**src/rtl/debounce_pkg.sv**
```systemverilog
// Shared types and constants for the switch debounce controller.
// State encoding is Gray-like so db_level is simply bit 1 of the state.
package debounce_pkg;

    typedef enum logic [1:0] {
        ST_ZERO  = 2'b00,
        ST_WAIT1 = 2'b01,
        ST_ONE   = 2'b11,
        ST_WAIT0 = 2'b10
    } state_t;

    localparam int N_TICKS_DEFAULT     = 4;
    localparam int SYNC_STAGES_DEFAULT = 2;

    // Down-counter width; a single-tick qualification still needs one bit.
    function automatic int cnt_width(input int n_ticks);
        return (n_ticks > 1) ? $clog2(n_ticks) : 1;
    endfunction

endpackage

```
**src/rtl/sync_2ff.sv**
```systemverilog
// Multi-stage single-bit synchronizer for the raw switch input.
// The whole chain clears on reset so no stale level leaks out after release.
module sync_2ff #(
    parameter int SYNC_STAGES = 2
) (
    input  logic clk,
    input  logic reset,
    input  logic d,
    output logic q
);

    (* ASYNC_REG = "TRUE" *) logic [SYNC_STAGES-1:0] r_sync;

    always_ff @(posedge clk or negedge reset) begin
        if (!reset) begin
            r_sync <= '0;
        end else begin
            r_sync <= {r_sync[SYNC_STAGES-2:0], d};
        end
    end

    assign q = r_sync[SYNC_STAGES-1];

endmodule

```
**src/rtl/debounce_fsm.sv**
```systemverilog
// Debounce controller: qualifies each synchronized switch change over N_TICKS
// timer ticks, gating the external timer so it only runs while qualifying.
module debounce_fsm
    import debounce_pkg::*;
#(
    parameter int N_TICKS     = N_TICKS_DEFAULT,
    parameter int SYNC_STAGES = SYNC_STAGES_DEFAULT
) (
    input  logic clk,
    input  logic reset,
    input  logic sw,
    input  logic tick,
    output logic timer_rst,
    output logic db_level,
    output logic db_rise,
    output logic db_fall
);

    localparam int               CNT_W    = cnt_width(N_TICKS);
    localparam logic [CNT_W-1:0] CNT_LOAD = CNT_W'(N_TICKS - 1);

    logic             w_sw_s;
    state_t           r_state;
    state_t           w_state_next;
    logic [CNT_W-1:0] r_cnt;
    logic [CNT_W-1:0] w_cnt_next;

    logic r_timer_rst;
    logic r_db_level;
    logic r_db_rise;
    logic r_db_fall;
    logic w_timer_rst_next;
    logic w_db_level_next;
    logic w_db_rise_next;
    logic w_db_fall_next;

    sync_2ff #(
        .SYNC_STAGES(SYNC_STAGES)
    ) u_sync (
        .clk  (clk),
        .reset(reset),
        .d    (sw),
        .q    (w_sw_s)
    );

    // State, counter and registered outputs.
    always_ff @(posedge clk or negedge reset) begin
        if (!reset) begin
            r_state     <= ST_ZERO;
            r_cnt       <= '0;
            r_timer_rst <= 1'b1;
            r_db_level  <= 1'b0;
            r_db_rise   <= 1'b0;
            r_db_fall   <= 1'b0;
        end else begin
            r_state     <= w_state_next;
            r_cnt       <= w_cnt_next;
            r_timer_rst <= w_timer_rst_next;
            r_db_level  <= w_db_level_next;
            r_db_rise   <= w_db_rise_next;
            r_db_fall   <= w_db_fall_next;
        end
    end

    // Next-state decode. A bounce in WAIT wins over a coincident tick.
    always_comb begin
        w_state_next = r_state;
        w_cnt_next   = r_cnt;
        case (r_state)
            ST_ZERO: begin
                if (w_sw_s) begin
                    w_state_next = ST_WAIT1;
                    w_cnt_next   = CNT_LOAD;
                end
            end
            ST_WAIT1: begin
                if (!w_sw_s) begin
                    w_state_next = ST_ZERO;
                end else if (tick) begin
                    if (r_cnt == '0) begin
                        w_state_next = ST_ONE;
                    end else begin
                        w_cnt_next = r_cnt - 1'b1;
                    end
                end
            end
            ST_ONE: begin
                if (!w_sw_s) begin
                    w_state_next = ST_WAIT0;
                    w_cnt_next   = CNT_LOAD;
                end
            end
            ST_WAIT0: begin
                if (w_sw_s) begin
                    w_state_next = ST_ONE;
                end else if (tick) begin
                    if (r_cnt == '0) begin
                        w_state_next = ST_ZERO;
                    end else begin
                        w_cnt_next = r_cnt - 1'b1;
                    end
                end
            end
            default: begin
                w_state_next = ST_ZERO;
                w_cnt_next   = '0;
            end
        endcase
    end

    // Outputs decoded from the next state so they change on the transition edge.
    always_comb begin
        w_timer_rst_next = (w_state_next == ST_ZERO) || (w_state_next == ST_ONE);
        w_db_level_next  = (w_state_next == ST_ONE)  || (w_state_next == ST_WAIT0);
        w_db_rise_next   = (r_state == ST_WAIT1) && (w_state_next == ST_ONE);
        w_db_fall_next   = (r_state == ST_WAIT0) && (w_state_next == ST_ZERO);
    end

    assign timer_rst = r_timer_rst;
    assign db_level  = r_db_level;
    assign db_rise   = r_db_rise;
    assign db_fall   = r_db_fall;

endmodule

```
**config.mk**
```make
export PLATFORM = sky130hd
export DESIGN_NAME = debounce_fsm
export DESIGN_NICKNAME = d
export VERILOG_FILES = /design/src/rtl/debounce_pkg.sv /design/src/rtl/sync_2ff.sv /design/src/rtl/debounce_fsm.sv
export SDC_FILE = /design/constraint.sdc
export NUM_CORES = 1
export LEC_CHECK = 0
export ABC_CLOCK_PERIOD_IN_PS = 2000
export CORE_AREA = 2 2 39 41
export CTS_CLUSTER_DIAMETER = 30
export CTS_CLUSTER_SIZE = 16
export DETAILED_ROUTE_END_ITERATION = 16
export DIE_AREA = 0 0 41 43
export PLACE_DENSITY = 0.69
export SYNTH_ARGS = -nofsm -noshare
export SYNTH_HDL_FRONTEND = slang
export SYNTH_HIERARCHICAL = 1
export SYNTH_SLANG_ARGS = --single-unit
```
**constraint.sdc**
```tcl
create_clock -name clk -period 2 [get_ports clk]
set_input_delay 0.4 -clock clk [delete_from_list [all_inputs] [get_ports clk]]
set_output_delay 0.4 -clock clk [all_outputs]
set_load 0.05 [all_outputs]
```
; Word-level counts from Yosys, hierarchy flattened
; Index checks and enable logic that the tools add are counted.
[totals]
reg_bits = 10
out_inout_bits = 4
[classes]
addsub = 1
n_eq_ne = 9
muxes = 16
n_reduce_logical = 8
[op_table]
columns = operator, n
row1 = 2-bit two-way mux, 14
row2 = 2-bit case mux with 4 select lines, 2
row3 = 2-bit equality test (second input constant), 4
row4 = 2-bit zero test, 3
row5 = 2-bit by 1-bit != test with 1-bit output (second input constant), 2
row6 = 2-bit != test (second input constant), 2
row7 = 4-bit AND reduction, 1
row8 = 2-bit by 1-bit equality test with 1-bit output (second input constant), 1
row9 = 1-bit logical AND, 2
row10 = 1-bit logical OR, 2
row11 = 2-bit by 1-bit subtractor with 2-bit output (second input constant), 1

; Logic depth before layout (Yosys ltp)
[depth]
depth_word = 7
mapped_depth = 7
depth_no_buf = 7

; Modules after synthesis
; The synthesis kept the hierarchy.
[modules_own_cells]
columns = module, n_inst, cells_per_inst, area_each_um2, seq_area_each_um2
row1 = debounce_fsm, 1, 45, 474.2, 201.4
row2 = sync_2ff, 1, 2, 50.0, 50.0

; Worst setup path before layout
; Ideal clock, no wire load.
[synth_timing]
path_kind = reg2reg
start = register r_state[1]
end = register r_db_level (netlist: db_level)
setup_time_ns = 0.127
arrival_time_ns = 1.773
slack_ns = 0.100
path_stages_with_launch = 7
n_path_buf = 0
synth_period_minus_slack_ns = 1.900
cell_sequence = dfrtp_1 > inv_1 > ha_1 > o21a_1 > o41a_1 > ha_1 > or2_2
[synth_between]
elab_chain_cells = 6
[synth_rtl]
columns = element, line
row1 = start: declaration, debounce_fsm.sv:23  ; state_t r_state;
row2 = start signal: assignment, debounce_fsm.sv:56  ; r_state <= w_state_next;
row3 = 2-bit two-way mux (on tied branches), "debounce_fsm.sv:97, debounce_fsm.sv:80"
row4 = 2-bit two-way mux (on tied branches), "debounce_fsm.sv:96, debounce_fsm.sv:79"
row5 = 2-bit two-way mux (on tied branches), "debounce_fsm.sv:94, debounce_fsm.sv:77"
row6 = 2-bit case mux with 4 select lines *, debounce_fsm.sv:69  ; case (r_state)
row7 = net w_state_next[1], debounce_fsm.sv:24  ; state_t w_state_next;
row8 = 2-bit equality test, debounce_fsm.sv:114  ; w_db_level_next = (w_state_next == ST_ONE) || (w_state_next == ST_WAIT0);
row9 = 1-bit logical OR *, debounce_fsm.sv:114
row10 = net w_db_level_next, debounce_fsm.sv:33  ; logic w_db_level_next;
row11 = end signal: assignment, debounce_fsm.sv:59  ; r_db_level <= w_db_level_next;
row12 = end: declaration, debounce_fsm.sv:29  ; logic r_db_level;
; Mark *: on every way through the listed nets, which the timed path passes. The rest lies on a longest branch.
; A chain may end at the register's enable or synchronous reset.

; Final worst setup path
[layout_timing]
start = register r_state[0]
end = register r_db_level (netlist: db_level)
[layout_rtl]
columns = element, line
row1 = "2-bit equality test, or another cell as far along", debounce_fsm.sv:69
row2 = 2-bit case mux with 4 select lines *, debounce_fsm.sv:69
row3 = net w_state_next[1], debounce_fsm.sv:24
row4 = 2-bit equality test, debounce_fsm.sv:114
row5 = 1-bit logical OR *, debounce_fsm.sv:114
row6 = net w_db_level_next, debounce_fsm.sv:33
; Marked as above.

==> impl_metrics.py <==
metrics = {
    "routing": {
        "drtIter0Drc": 3,
        "finalWirelength_um": 803,
        "via_count": 373,
        "viasPerCell": 4.91,
        "post_drt_wl_per_cell_um": 10.6,
        "detail-route-antenna-nets": 0,
        "drt_pre_antenna_iters": 4,
        "drc_errors": 0,
    },
    "critical_path": {
        "critPathKind": "register to register",
        "endpoint_kind": "register",
        "cpMaxStageDelayCell": "dfrtp_1",
        "reg2reg_depth": 6,
        "reg2reg_to": "db_level$_DFF_PN0_",
        "crit_fanout": 5,
        "critPathMostFrequentCell": "ha_1",
        "reg2reg_setup_slack_ps": 110,
        "cpPeakStageDelay_ps": 410,
        "cp-start-kind": "register",
        "r2r_start": "r_state[0]$_DFF_PN0_",
        "path_cells": "inv_1 > ha_1 > o21a_1 > o41a_1 > ha_1 > or2_2",
        "worstPathRequired_ps": 2140,
        "cp.arrival_ps": 2030,
    },
    "timing": {
        "slew_headroom_pct": 67.2,
        "skew_ps": 11.2,
        "fin_crit_ps": 1890,
        "fmaxAchievable_mhz": 529,
        "worst_pin_slew_ps": 490,
        "period_share_pct": 94.5,
        "drv_slew": 0,
        "setup_tns_ps": 0,
        "hold_viol": 0,
        "rsz0062_at_grt": "no",
        "setup_viol": 0,
    },
    "synth": {
        "synth_top_family_by_area": "adder cells",
        "synth-compound-area-share_pct": 13.6,
        "yosys.area_share.simple_pct": 12.2,
        "synth.cell_area_um2": 524,
        "syn_area_per_cell_um2": 11.2,
        "synth_cells": 47,
        "synth-seq-cells": 10,
        "muxShareOfSynthArea_pct": 1.91,
        "synth_fp_nets": 59,
        "ys.flop_type": "dfrtp_1",
        "yosysUniqueCellTypes": 23,
        "synth_edf_count": 0,
        "synth_xor_area_share_pct": 1.67,
        "synth_async_sr_flop_share_pct": 100,
        "ys_seq_area_share_pct": 48.0,
        "yosysWarnings": 6,
        "synthAdderAreaFrac_pct": 19.1,
    },
    "clocking": {
        "clock_sinks": 10,
        "cts_made_buffers": 3,
        "clock_path_buffers": 2,
        "cts_tree": "done",
        "root_buffer": "clkbuf_4",
        "hold_buffers": 0,
        "cts.clk_slew.worst_paths_ps": 60,
        "htree_levels": 1,
        "clock_latency_ps": 260,
    },
    "final_layout": {
        "drive_above_1_share_pct": 15.0,
        "antenna_cells": 0,
        "final_cell_mix": "9 x dfrtp_1, 7 x ha_1, 6 x clkdlybuf4s50_1",
        "fillers": 127,
        "fin_area_um2": 666,
        "multi_input_comb_area_um2": 267,
        "regArea_um2": 251,
        "area_delta_synth_final_pct": 27.0,
        "layout_commonest_cell": "dfrtp_1",
        "layout.nets": 73,
        "fin_util_pct": 48.1,
        "final_cell_count_no_fill": 76,
    },
    "min_path": {
        "holdPathStages": 0,
        "hp-start": "u_sync/r_sync[0]$_DFF_PN0_",
        "hold_path_class": "register to register",
        "whs_endpoint": "u_sync/r_sync[1]$_DFF_PN0_",
    },
    "power_and_ir_drop": {
        "p_per_area_nw_per_um2": 1480,
        "finalPower_uw": 986,
        "ir_worst_vdd_v": 0.000713,
        "p_leak_uw": 0.000322,
    },
    "die": {
        "die_area_um2": 1760,
        "die_w_um": 41,
        "initial_core_util_pct": 37.9,
        "io_pins": 8,
        "core_area_um2": 1380,
        "rows": 14,
        "dieHeight_um": 43,
    },
    "job": {
        "drv_cap": 0,
    },
    "global_routing": {
        "grt.total_usage_pct": 11.7,
        "grt_start_max_net_pins": 11,
        "grt_pass1_wl_um": 1360,
        "grt_pass1_vias": 354,
        "grt_overflow": 0,
        "antenna_found_initial": 0,
    },
    "place": {
        "place.gp.congestion": 0.795,
        "placed_area_um2": 627,
        "io_buffers": 7,
        "place_inst": 72,
    },
    "run_status": {
        "status": "completed",
    },
}
logic make-up after synthesis:
group | count (synthesis)
simple gates | 12
flops | 10
fa+ha+maj | 8
xor+xnor | 1
mux | 1
compound gates | 10
buf+inv | 5
synthesized netlist by cell type, types with 2 or more instances:
| cell type | instances | share of area, % |
|---|---|---|
| a21oi_1 | 2 | 1.9 |
| dfrtp_1 | 9 | 43 |
| and2_1 | 3 | 3.6 |
| ha_1 | 8 | 19 |
| inv_1 | 5 | 3.6 |
| nor2_1 | 3 | 2.1 |
worst max path at each step:
stage                         startpoint                  to  slack (ps)  depth (start not counted)
floorplan           r_state[1]$_DFF_PN0_  db_level$_DFF_PN0_         100                          6
global placement                    tick  db_level$_DFF_PN0_         -40                          6
detailed placement                  tick  db_level$_DFF_PN0_         -80                          6
CTS                 r_state[0]$_DFF_PN0_  db_level$_DFF_PN0_          50                          6
global route        r_cnt[0]$_DFFE_PN0P_  db_level$_DFF_PN0_          20                          7
finish              r_state[0]$_DFF_PN0_  db_level$_DFF_PN0_         110                          6
routing by layer:
| metal | track usage [%] | up-vias | part of all wire (%) | wire (µm) |
|---|---|---|---|---|
| met5 | 0 | - | 0 | 0 |
| met4 | 2.00 | 0 | 0 | 0 |
| met3 | 7.85 | 0 | 6.0 | 48 |
| met2 | 18.1 | 10 | 50 | 400 |
| met1 | 12.9 | 178 | 44 | 354 |
| li1 | - | 185 | - | - |
cell type report:
type	count	area share [%]
Multi-Input combinational cell	32	40.0
Sequential cell	10	37.8
Timing Repair Buffer	9	12.4
Clock buffer	4	3.95
Tap cell	16	3.01
Inverter	5	2.82
per-stage QoR:
stage	setup WS (ps)	hold slack (ps)
after floorplan	100	104
after global placement	-44.6	333
after detailed placement	-77.4	342
after CTS	46.5	354
after global routing	19.0	357
final	110	351
report_power, final:
part,total (µW),switching (µW),leakage (µW),internal (µW)
Clock,136,59.2,0.0000150,76.6
Combinational,539,316,0.000189,223
Sequential,312,33.3,0.000119,278
registers in the layout, summed over array words and instances, names as in the netlist:
register       cells
u_sync/r_sync      2
r_state            2
r_cnt              2
db_fall            1
db_rise            1
db_level           1
timer_rst          1
critical path: cells and delay by family, from the launching register on:
| family | cells | cell delay (ps) |
|---|---|---|
| AOI/OAI and AO/OA | 2 | 540 |
| and+or+nand+nor | 1 | 290 |
| buffers and inverters | 1 | 80 |
| DFF | 1 | 410 |
| adders and majority gates | 2 | 450 |
timing repair:
action                                  in CTS  in global routing
setup buffers                                0                  0
gates resized for setup                      0                  2
endpoints found under the setup margin       0                  1
hold endpoints to repair                     0                  0
Note: power is estimated with default switching activity, not from simulation.
